### config.mk
export PLATFORM = sky130hd
export DESIGN_NAME = cache_line_fill_ctrl
export DESIGN_NICKNAME = d
export VERILOG_FILES = /design/src/rtl/cache_pkg.sv /design/src/rtl/cache_tag_store.sv /design/src/rtl/cache_line_fill_ctrl.sv
export SDC_FILE = /design/constraint.sdc
export NUM_CORES = 1
export LEC_CHECK = 0
export CAP_MARGIN = 0
export CORE_MARGIN = 2
export CORE_UTILIZATION = 55
export CTS_CLUSTER_SIZE = 25
export DETAILED_ROUTE_END_ITERATION = 10
export GPL_ROUTABILITY_DRIVEN = 0
export HOLD_SLACK_MARGIN = 0.1
export PLACE_DENSITY = 0.86
export REMOVE_ABC_BUFFERS = 1
export SLEW_MARGIN = 20
export SYNTH_ARGS = -nofsm -noshare
export SYNTH_HDL_FRONTEND = slang
export SYNTH_HIERARCHICAL = 1
export SYNTH_SLANG_ARGS = --single-unit
export TNS_END_PERCENT = 30
### constraint.sdc
create_clock -name clk -period 6.3 [get_ports clk]
set_input_delay 0.63 -clock clk [delete_from_list [all_inputs] [get_ports clk]]
set_output_delay 0.63 -clock clk [all_outputs]
set_load 0.03 [all_outputs]
### src/rtl/cache_pkg.sv
// Shared geometry, FSM encoding and victim selection for the 2-way, 2-set line-fill cache.
package cache_pkg;

  localparam int LINE_BYTES = 8;
  localparam int OFFSET_W   = 3;
  localparam int NUM_WAYS   = 2;
  localparam int NUM_SETS   = 2;

  typedef enum logic [1:0] {
    LOOKUP = 2'd0,
    FETCH  = 2'd1,
    COMMIT = 2'd2
  } fill_state_e;

  // An empty way is always preferred (way 0 first); only a full set falls back to LRU.
  function automatic logic pick_victim(input logic [NUM_WAYS-1:0] valid, input logic lru);
    if (!valid[0])      return 1'b0;
    else if (!valid[1]) return 1'b1;
    else                return lru;
  endfunction

endpackage

### src/rtl/cache_tag_store.sv
// Tag, valid and LRU state for the line-fill cache, with combinational hit and victim lookup.
module cache_tag_store
  import cache_pkg::*;
#(
  parameter int TAG_W = 4
) (
  input  logic             clk,
  input  logic             reset,
  input  logic             lookup_set_i,
  input  logic [TAG_W-1:0] lookup_tag_i,
  output logic             hit_o,
  output logic             hit_way_o,
  output logic             victim_o,
  input  logic             touch_en_i,
  input  logic             touch_set_i,
  input  logic             touch_way_i,
  input  logic             commit_en_i,
  input  logic             commit_valid_i,
  input  logic             commit_set_i,
  input  logic             commit_way_i,
  input  logic [TAG_W-1:0] commit_tag_i,
  input  logic             flush_i
);

  logic [NUM_SETS-1:0][NUM_WAYS-1:0]            valid_q;
  logic [NUM_SETS-1:0][NUM_WAYS-1:0][TAG_W-1:0] tag_q;
  logic [NUM_SETS-1:0]                          lru_q;

  // Compare both ways of the addressed set; at most one can match.
  always_comb begin
    hit_o     = 1'b0;
    hit_way_o = 1'b0;
    for (int w = 0; w < NUM_WAYS; w++) begin
      if (valid_q[lookup_set_i][w] && (tag_q[lookup_set_i][w] == lookup_tag_i)) begin
        hit_o     = 1'b1;
        hit_way_o = w[0];
      end
    end
    victim_o = pick_victim(valid_q[lookup_set_i], lru_q[lookup_set_i]);
  end

  // Flush beats a same-cycle commit; lru always points away from the most recently used way.
  always_ff @(posedge clk or posedge reset) begin
    if (reset) begin
      valid_q <= '0;
      tag_q   <= '0;
      lru_q   <= '0;
    end else begin
      if (flush_i)
        valid_q <= '0;
      else if (commit_en_i && commit_valid_i)
        valid_q[commit_set_i][commit_way_i] <= 1'b1;
      if (commit_en_i && commit_valid_i)
        tag_q[commit_set_i][commit_way_i] <= commit_tag_i;
      if (commit_en_i)
        lru_q[commit_set_i] <= ~commit_way_i;
      else if (touch_en_i)
        lru_q[touch_set_i] <= ~touch_way_i;
    end
  end

endmodule

### src/rtl/cache_line_fill_ctrl.sv
// Lookup FSM and line-fill engine: hit detection, CPU stall, byte-serial fill from program memory.
module cache_line_fill_ctrl
  import cache_pkg::*;
#(
  parameter int ADDR_W = 8,
  parameter int CNT_W  = 16
) (
  input  logic              clk,
  input  logic              reset,
  input  logic              cpu_req,
  input  logic [ADDR_W-1:0] cpu_addr,
  input  logic              flush,
  output logic              cpu_stall,
  output logic              cache_rdline,
  output logic [2:0]        cache_rdoffset,
  output logic              cache_rdentry,
  output logic              cache_wrline,
  output logic [2:0]        cache_wroffset,
  output logic              cache_wrentry,
  output logic              cache_wren,
  output logic [7:0]        cache_wrdata,
  output logic              mem_req,
  output logic [ADDR_W-1:0] mem_addr,
  input  logic              mem_valid,
  input  logic [7:0]        mem_data,
  output logic [CNT_W-1:0]  hit_count,
  output logic [CNT_W-1:0]  miss_count
);

  localparam int TAG_W = ADDR_W - 4;

  fill_state_e             state_q, state_d;
  logic [OFFSET_W-1:0]     cnt_q;
  logic [ADDR_W-4:0]       line_q;
  logic                    victim_q;
  logic                    flushed_q;
  logic                    wren_q;
  logic [7:0]              wrdata_q;
  logic [OFFSET_W-1:0]     wroffset_q;
  logic                    wrline_q;
  logic                    wrentry_q;
  logic [CNT_W-1:0]        hit_cnt_q;
  logic [CNT_W-1:0]        miss_cnt_q;

  logic hit, hit_way, victim;
  logic start_fill, lookup_hit, beat_accept, last_beat, commit_en;

  assign lookup_hit  = (state_q == LOOKUP) && cpu_req && hit;
  assign start_fill  = (state_q == LOOKUP) && cpu_req && !hit && !flush;
  assign beat_accept = (state_q == FETCH) && !wren_q && mem_valid;
  assign last_beat   = (state_q == FETCH) && wren_q && (cnt_q == 3'd7);

  cache_tag_store #(.TAG_W(TAG_W)) u_tags (
    .clk            (clk),
    .reset          (reset),
    .lookup_set_i   (cpu_addr[3]),
    .lookup_tag_i   (cpu_addr[ADDR_W-1:4]),
    .hit_o          (hit),
    .hit_way_o      (hit_way),
    .victim_o       (victim),
    .touch_en_i     (lookup_hit),
    .touch_set_i    (cpu_addr[3]),
    .touch_way_i    (hit_way),
    .commit_en_i    (commit_en),
    .commit_valid_i (!flushed_q && !flush),
    .commit_set_i   (line_q[0]),
    .commit_way_i   (victim_q),
    .commit_tag_i   (line_q[ADDR_W-4:1]),
    .flush_i        (flush)
  );

  // State register.
  always_ff @(posedge clk or posedge reset) begin
    if (reset) state_q <= LOOKUP;
    else       state_q <= state_d;
  end

  // Next state: a fill leaves FETCH only after the write of byte 7 has been presented.
  always_comb begin
    state_d = state_q;
    case (state_q)
      LOOKUP:  if (start_fill) state_d = FETCH;
      FETCH:   if (last_beat)  state_d = COMMIT;
      COMMIT:  state_d = LOOKUP;
      default: state_d = LOOKUP;
    endcase
  end

  // Outputs: one outstanding memory request, suppressed during the write cycle of each byte.
  always_comb begin
    cpu_stall = (state_q != LOOKUP) || (cpu_req && !hit);
    mem_req   = (state_q == FETCH) && !wren_q;
    mem_addr  = (state_q == FETCH) ? {line_q, cnt_q} : '0;
    commit_en = (state_q == COMMIT);
  end

  assign cache_rdline   = cpu_addr[3];
  assign cache_rdoffset = cpu_addr[2:0];
  assign cache_rdentry  = hit_way;
  assign cache_wrline   = wrline_q;
  assign cache_wroffset = wroffset_q;
  assign cache_wrentry  = wrentry_q;
  assign cache_wren     = wren_q;
  assign cache_wrdata   = wrdata_q;
  assign hit_count      = hit_cnt_q;
  assign miss_count     = miss_cnt_q;

  // Fill datapath: latch the missing line and victim, then register each returned byte for one write cycle.
  always_ff @(posedge clk or posedge reset) begin
    if (reset) begin
      cnt_q      <= '0;
      line_q     <= '0;
      victim_q   <= 1'b0;
      flushed_q  <= 1'b0;
      wren_q     <= 1'b0;
      wrdata_q   <= '0;
      wroffset_q <= '0;
      wrline_q   <= 1'b0;
      wrentry_q  <= 1'b0;
    end else begin
      wren_q <= beat_accept;
      if (start_fill) begin
        cnt_q     <= '0;
        line_q    <= cpu_addr[ADDR_W-1:3];
        victim_q  <= victim;
        flushed_q <= 1'b0;
      end else if (flush) begin
        flushed_q <= 1'b1;
      end
      if (beat_accept) begin
        wrdata_q   <= mem_data;
        wroffset_q <= cnt_q;
        wrline_q   <= line_q[0];
        wrentry_q  <= victim_q;
      end
      if ((state_q == FETCH) && wren_q)
        cnt_q <= cnt_q + 3'd1;
    end
  end

  // Saturating hit/miss statistics.
  always_ff @(posedge clk or posedge reset) begin
    if (reset) begin
      hit_cnt_q  <= '0;
      miss_cnt_q <= '0;
    end else begin
      if (lookup_hit && (hit_cnt_q != '1))  hit_cnt_q  <= hit_cnt_q + 1'b1;
      if (start_fill && (miss_cnt_q != '1)) miss_cnt_q <= miss_cnt_q + 1'b1;
    end
  end

endmodule
==> results.cfg, run 1 <==
[run_status]
status = complete, no violations

[hold_path]
hp-class = reg -> reg
holdPathEnd = cache_wrdata[5]
hold_start = cache_wrdata[5]
hold_depth = 1

[synth]
async_reset_ff_share_pct = 100
synth_area_leader_cell = dfrtp_1
synth_commonest_cells = dfrtp_1 (80), nand2_1 (38), mux2_2 (32)
ys_types = 44
synth_most_common_cell = dfrtp_1
yosys-top-cells-area = dfrtp_1 (53%), mux2_2 (9.5%), xor2_1 (6.9%), nand2_1 (3.8%), nand4_1 (2.3%)
syn-instance-count = 339
avgSynthCellArea_um2 = 11.2
synth-seq-cells = 80
yosys_warnings = 6
synth_edf_count = 0
synth_ff_type = dfrtp_1
seq_area_frac_synth_pct = 52.6
synth_top_area_share_pct = 52.6
synth_area_mm2 = 0.00380

[setup_path]
cp_slowest_stage_delay_ps = 910
worstPathCellList = clkdlybuf4s50_1 > mux2i_1 > xor2_1 > and4_1 > a41o_1 > nand2b_1 > nand2b_1 > clkdlybuf4s50_1
reg2reg_depth = 8
timing.rr.end = miss_count[1]
worstPathArrival_ps = 3440
slowest_stage = clkdlybuf4s50_1
critPathKind = in -> out
critPathMaxFanout = 16
required_ps = 5670
worst-path-buf-inv = 2
rrSetupSlack_ps = 3550
cp_top_family = buffers and inverters
r2r-start = u_tags/tag_q[14]
startpoint_type = primary input
endpoint_kind = output port

[placement]
dp_slack_ps = 2250
placed_cell_area_mm2 = 0.00458
dp_hpwl_um = 5690
numPortBuffers = 75

[global_route]
grt_pass1_vias = 2938
grt_max_degree = 59
overflow = 0
antenna_found_initial = 0
track_usage_pct = 23.2
grt_pass1_wl_um = 13800

[sta]
tightest_slew_ps = 944
finalSetupViolCount = 0
finClkSkew_ps = 13.5
relSlewSlack_pct = 36.6
setup_tns_ps = 0
rsz0062_at_grt = no
drv_slew = 0
finalHoldViolCount = 0
fin_ws_ps = 2230
period_share_pct = 64.6
fmax_mhz = 246
finalCriticalPeriod_ps = 4070

[clock_network]
post_cts_buffers = 0
clock_sinks = 80
path_clk_slew_ps = 90
cts_htree_levels = 3
post_cts_resized = 0
clk_latency_ps = 350
cts_root_buf = clkbuf_8
cts_buffers = 9
cts_hold_buf = 0
tritoncts = yes
clockBufferDepth = 2

[die]
core_mm2 = 0.00676
rows = 30
io_pins = 82
initial_core_util_pct = 56.3
dieArea_mm2 = 0.00759
die_w_um = 87.1
die-height_um = 87.1

[detailed_routing]
ant_nets = 0
drcViolationCount = 0
drt_pass1_iterations = 4
avgViaCountPerCell = 5.77
drtIter0Drc = 151
routed_wl_um = 8270
num_vias = 2869
wl_per_cell_um = 16.6

[final_layout]
nets = 437
n_antenna_cell = 0
fin_area_mm2 = 0.00483
drive_gt1_share_pct = 12.7
syn2layout_area_growth_pct = 27.1

[pwr]
p_leak_nw = 2.19
peakVddDrop_mv = 0.320
power_w = 0.00173
pwr_density_cell_mw_per_mm2 = 358

[flow_run]
maxCapViolations = 0
-- state kept, by name, summed over array words and instances, names as in the netlist --
| register | cells |
|---|---|
| cache_wrline | 1 |
| state_q | 2 |
| cache_wrdata | 8 |
| hit_count | 16 |
| line_q | 5 |
| victim_q | 1 |
| miss_count | 16 |
| flushed_q | 1 |
| u_tags/valid_q | 4 |
| cache_wroffset | 3 |
| u_tags/tag_q | 16 |
| cnt_q | 3 |
| cache_wrentry | 1 |
| u_tags/lru_q | 2 |
| cache_wren | 1 |
-- per-stage QoR --
| step | hold slack, ps | cells | util (%) |
|---|---|---|---|
| 2_1_floorplan | 471 | 325 | - |
| 3_3_place_gp | 475 | 481 | 67.8 |
| 3_5_place_dp | 482 | 481 | 67.8 |
| 4_1_cts | 503 | 497 | 71.5 |
| 5_1_grt | 529 | 497 | 71.5 |
| 6_report | 501 | 497 | 71.5 |
-- layout make-up --
type	instances	area (um2)
Clock buffer	10	138
Clock inverter	6	115
Fill cell	499	1920
Inverter	8	30.0
Multi-Input combinational cell	237	1690
Sequential cell	80	2000
Tap cell	80	100
Timing Repair Buffer	76	758
-- layout by cell type, fill, tap and decap left out, types with 2 or more instances in the layout --
| cell type | n |
|---|---|
| and4_1 | 5 |
| o211ai_1 | 2 |
| nand4_1 | 14 |
| clkbuf_8 | 10 |
| nor4_1 | 8 |
| o32ai_1 | 2 |
| mux2_2 | 32 |
| nand2_1 | 38 |
| ha_1 | 4 |
| nor2b_1 | 2 |
| clkdlybuf4s50_1 | 75 |
| nand2b_1 | 5 |
| mux2_1 | 2 |
| inv_1 | 7 |
| mux2i_1 | 8 |
| nor2_1 | 12 |
| a31oi_1 | 2 |
| nand3_1 | 14 |
| o21ai_0 | 5 |
| or3_1 | 3 |
| dfrtp_1 | 80 |
| bufinv_16 | 3 |
| a21oi_1 | 6 |
| and2_1 | 10 |
| nor3_1 | 12 |
| xnor2_1 | 7 |
| xor2_1 | 30 |
-- kinds of logic (layout without fill, tap and decap cells) --
group | count (synthesis) | in the layout | share of synthesized area, %
and+or+nand+nor | 133 | 133 | 19.0
buffers and inverters | 22 | 100 | 2.90
AOI/OAI and AO/OA | 21 | 21 | 3.45
adders and majority gates | 4 | 4 | 1.32
DFF | 80 | 80 | 52.6
xor gates and xnor gates | 37 | 37 | 8.52
muxes | 42 | 42 | 12.2
-- how the worst max path moves through the flow --
| stage | startpoint | end | slack [ps] | depth (start not counted) |
|---|---|---|---|---|
| after floorplan | cpu_addr[3] | miss_count[1] | 3490 | 8 |
| after global placement | cpu_addr[3] | cpu_stall | 2380 | 8 |
| after detailed placement | cpu_addr[3] | cpu_stall | 2250 | 8 |
| after CTS | cpu_addr[3] | cpu_stall | 2240 | 8 |
| after global routing | cpu_addr[3] | cpu_stall | 2060 | 8 |
| final | cpu_addr[3] | cpu_stall | 2230 | 8 |
-- routing by layer --
metal / up-vias / global-route usage [%] / share of wire (%)
li1: 1339 / - / -
met1: 1439 / 31.0 / 45
met2: 77 / 37.7 / 48
met3: 14 / 4.64 / 5.2
met4: 0 / 8.67 / 1.5
met5: - / 0 / 0
-- power breakdown --
part | switching (W) | internal (W) | total, W | leakage (nW)
Combinational | 0.000324 | 0.000251 | 0.000575 | 1.02
Clock | 0.000194 | 0.000276 | 0.000470 | 0.123
Sequential | 0.0000850 | 0.000600 | 0.000685 | 1.05
Total | 0.000603 | 0.00113 | 0.00173 | 2.19
(Power assumes the default switching activity.)
==> run 2, diff against run 1 <==
- CORE_UTILIZATION: 55 -> 51
- PLACE_DENSITY: 0.86 -> 0.8
- clock period: 6.3 -> 3.9 ns (I/O delays scaled with it)
==> results.cfg, run 2 (synthesized netlist as in run 1, its figures left out) <==
[global_route]
overflow = 0
antenna_found_initial = 0
grt_pass1_wl_um = 13900
track_usage_pct = 21.2
grt_max_degree = 31
grt_pass1_vias = 2824

[sta]
finalHoldViolCount = 0
rsz0062_at_grt = no
finClkSkew_ps = 10.6
finalSetupViolCount = 0
fmax_mhz = 306
fin_ws_ps = 628
period_share_pct = 83.9
drv_slew = 0
relSlewSlack_pct = 44.7
setup_tns_ps = 0
finalCriticalPeriod_ps = 3270
tightest_slew_ps = 828

[die]
io_pins = 82
core_mm2 = 0.00725
initial_core_util_pct = 52.4
die_w_um = 90.3
dieArea_mm2 = 0.00816
die-height_um = 90.3
rows = 31

[pwr]
pwr_density_cell_mw_per_mm2 = 550
pwr-share-comb_pct = 34.8
switchingPower_w = 0.000972
p_leak_nw = 2.18
switching_share_pct = 36.8
peakVddDrop_mv = 0.386
p_clk_share_pct = 23.1
internal_power_w = 0.00167
seq_power_share_pct = 42.1
power_w = 0.00265

[final_layout]
drive_gt1_share_pct = 13.1
nets = 439
n_antenna_cell = 0
syn2layout_area_growth_pct = 26.6
final_cell_mix = dfrtp_1 (80), clkdlybuf4s50_1 (75), nand2_1 (38), mux2_2 (32), xor2_1 (30)
fin_util_pct = 66.4
final_common_cell = dfrtp_1
fin_area_mm2 = 0.00481

[clock_network]
cts_root_buf = clkbuf_8
cts_hold_buf = 0
cts_htree_levels = 3
clockBufferDepth = 2
cts_buffers = 9
post_cts_resized = 0
clk_latency_ps = 360
path_clk_slew_ps = 80
clock_sinks = 80
tritoncts = yes
post_cts_buffers = 0

[setup_path]
required_ps = 3510
critPathKind = in -> out
critPathMaxFanout = 6
r2r-start = u_tags/tag_q[6]
startpoint = cpu_addr[3]
endpoint_kind = output port
startpoint_type = primary input
worstPathArrival_ps = 2880

[placement]
dp_slack_ps = 473
placed_cell_area_mm2 = 0.00462
numPortBuffers = 75
dp_hpwl_um = 5930

[detailed_routing]
routed_wl_um = 8250
wl_per_cell_um = 15.9
avgViaCountPerCell = 5.52
drtIter0Drc = 126
drt_pass1_iterations = 4
ant_nets = 0
drcViolationCount = 0
num_vias = 2858

[hold_path]
hp-class = in -> async

[flow_run]
maxCapViolations = 0

[run_status]
status = complete, no violations
[run 2: power by group through the flow]
stage               Clock, W  Sequential (W)  Combinational (W)
floorplan                  0         0.00127           0.000375
global placement           0         0.00112           0.000918
detailed placement         0         0.00113           0.000929
CTS                 0.000622         0.00112           0.000933
global route        0.000660         0.00114           0.000988
finish              0.000610         0.00111           0.000921
[run 2: worst max-delay path, cell delays in order]
cell and delay, ps:
clkdlybuf4s50_1 640, mux2i_1 260, xor2_1 110, and4_1 280, a41o_1 240, nand2b_1 190, nand2b_1 100, clkdlybuf4s50_1 670
[run 2: worst paths after layout]
kind	depth (start not counted)	end	slack [ps]
setup / recovery	8	cpu_stall	630
hold / removal	2	line_q[2]	450
setup reg to reg	8	miss_count[1]	1170
hold reg to reg	1	cache_wrdata[5]	500
max in group asynchronous	3	miss_count[3]	2630
min in group clk	1	cache_wrdata[5]	500
[run 2: through the flow]
step | hold slack, ps | std cells
2_1_floorplan | 379 | 325
3_3_place_gp | 471 | 502
3_5_place_dp | 485 | 502
4_1_cts | 462 | 518
5_1_grt | 524 | 518
6_report | 454 | 518
[run 2: area by class of cell]
type	instances	area, um2
Clock buffer	9	124
Clock inverter	7	70.1
Sequential cell	80	2000
Timing Repair Buffer	78	773
Fill cell	590	2440
Tap cell	99	124
Multi-Input combinational cell	237	1690
Inverter	8	30.0
[run 2: layer usage]
layer	vias to the layer above	track usage (%)	part of all wire, %
met5	-	0	0
met2	83	34.0	50
met1	1410	28.0	44
met4	0	6.41	1.6
li1	1350	-	-
met3	15	6.18	5.1
==> run 3, diff against run 2 <==
- clock period: 3.9 -> 3.4 ns (I/O delays scaled with it)
==> results.cfg, run 3 (synthesized netlist as in run 1, its figures left out) <==
[global_route]
overflow = 0
antenna_found_initial = 0
track_usage_pct = 21.1
grt_pass1_wl_um = 13900
grt_max_degree = 37
grt_pass1_vias = 2810

[clock_network]
post_cts_buffers = 0
clk_latency_ps = 340
clockBufferDepth = 2
clock_sinks = 80
cts_root_buf = clkbuf_8
path_clk_slew_ps = 80
tritoncts = yes
cts_buffers = 9
cts_htree_levels = 3
post_cts_resized = 0
cts_hold_buf = 0

[die]
die-height_um = 90.3
initial_core_util_pct = 52.4
rows = 31
die_w_um = 90.3
core_mm2 = 0.00725
io_pins = 82
dieArea_mm2 = 0.00816

[sta]
finalSetupViolCount = 0
tightest_slew_ps = 878
finClkSkew_ps = 6.98
rsz0062_at_grt = no
fmax_mhz = 321
period_share_pct = 91.8
drv_slew = 0
setup_tns_ps = 0
finalCriticalPeriod_ps = 3120
relSlewSlack_pct = 41.0
finalHoldViolCount = 0

[detailed_routing]
avgViaCountPerCell = 5.42
ant_nets = 0
drcViolationCount = 0
drtIter0Drc = 123
num_vias = 2828
wl_per_cell_um = 15.7
drt_pass1_iterations = 4
routed_wl_um = 8190

[final_layout]
stdcell_count = 522
n_antenna_cell = 0
syn2layout_area_growth_pct = 27.4
final_cell_mix = dfrtp_1 (80), clkdlybuf4s50_1 (75), nand2_1 (38), mux2_2 (32), xor2_1 (30)
final_common_cell = dfrtp_1
nets = 443
drive_gt1_share_pct = 13.9

[pwr]
p_leak_nw = 2.21
peakVddDrop_mv = 0.593
pwr_density_cell_mw_per_mm2 = 626

[setup_path]
startpoint = cpu_addr[3]
endpoint_kind = output port
r2r-start = u_tags/tag_q[4]
critPathKind = in -> out
startpoint_type = primary input
worstPathArrival_ps = 2780
required_ps = 3060
critPathMaxFanout = 11

[hold_path]
hp-class = in -> async

[flow_run]
maxCapViolations = 0

[placement]
dp_hpwl_um = 5970
dp.cells = 506
numPortBuffers = 75

[run_status]
status = complete, no violations
## run 3: cell count changes in the layout (fill, tap and decap cells not counted)
| cell | delta |
|---|---|
| buf_4 | +4 |
| clkinvlp_4 | -1 |
| clkinv_4 | +1 |
| inv_6 | -2 |
| clkinv_2 | +1 |
| clkbuf_8 | +1 |
## run 3: critical path, stage by stage
cell and delay (ps):
clkdlybuf4s50_1 640, buf_4 240, mux2i_1 250, xor2_1 100, a41o_1 240, nand2b_1 190, nand2b_1 100, clkdlybuf4s50_1 670
## run 3: cell type report
type	instances	area, um2
clock buffer	10	138
fill	572	2410
inverter	8	30.0
tap	99	124
sequential	80	2000
clock inverter	6	58.8
multi-input combinational	237	1690
timing repair buffer	82	803
## run 3: per-stage QoR
step           utilization (%)  instance area [um2]  hold WS, ps  total power [W]  setup slack (ps)
6_report                  66.8                 4850          484          0.00303               280
5_1_grt                   66.8                 4850          532          0.00320               171
4_1_cts                   66.8                 4850          502          0.00307               282
3_5_place_dp              64.1                 4650          483          0.00237               252
3_3_place_gp              64.1                 4650          471          0.00234               352
2_1_floorplan                -                 3720          329          0.00189               880
## run 3: power breakdown
group	total (W)	switching, W	internal, W	leakage, nW
combinational	0.00106	0.000593	0.000470	1.05
sequential	0.00128	0.000168	0.00111	1.05
clock	0.000690	0.000335	0.000356	0.106
## run 3: routing by layer
metal	track usage, %	routed length, um	share of wire (%)
met5	0	0	0
met4	6.15	59	0.72
met3	5.09	312	3.8
met2	35.7	4160	51
met1	27.3	3660	45
## run 3: path summary, 6_finish.rpt
kind | to | slack, ps | depth (start not counted)
max reg2reg | miss_count[10] | 880 | 8
max | cpu_stall | 280 | 8
min reg2reg | cache_wrdata[5] | 490 | 1
min | hit_count[3] | 480 | 2
max in group asynchronous | miss_count[5] | 2240 | 3
min in group clk | cache_wrdata[5] | 490 | 1
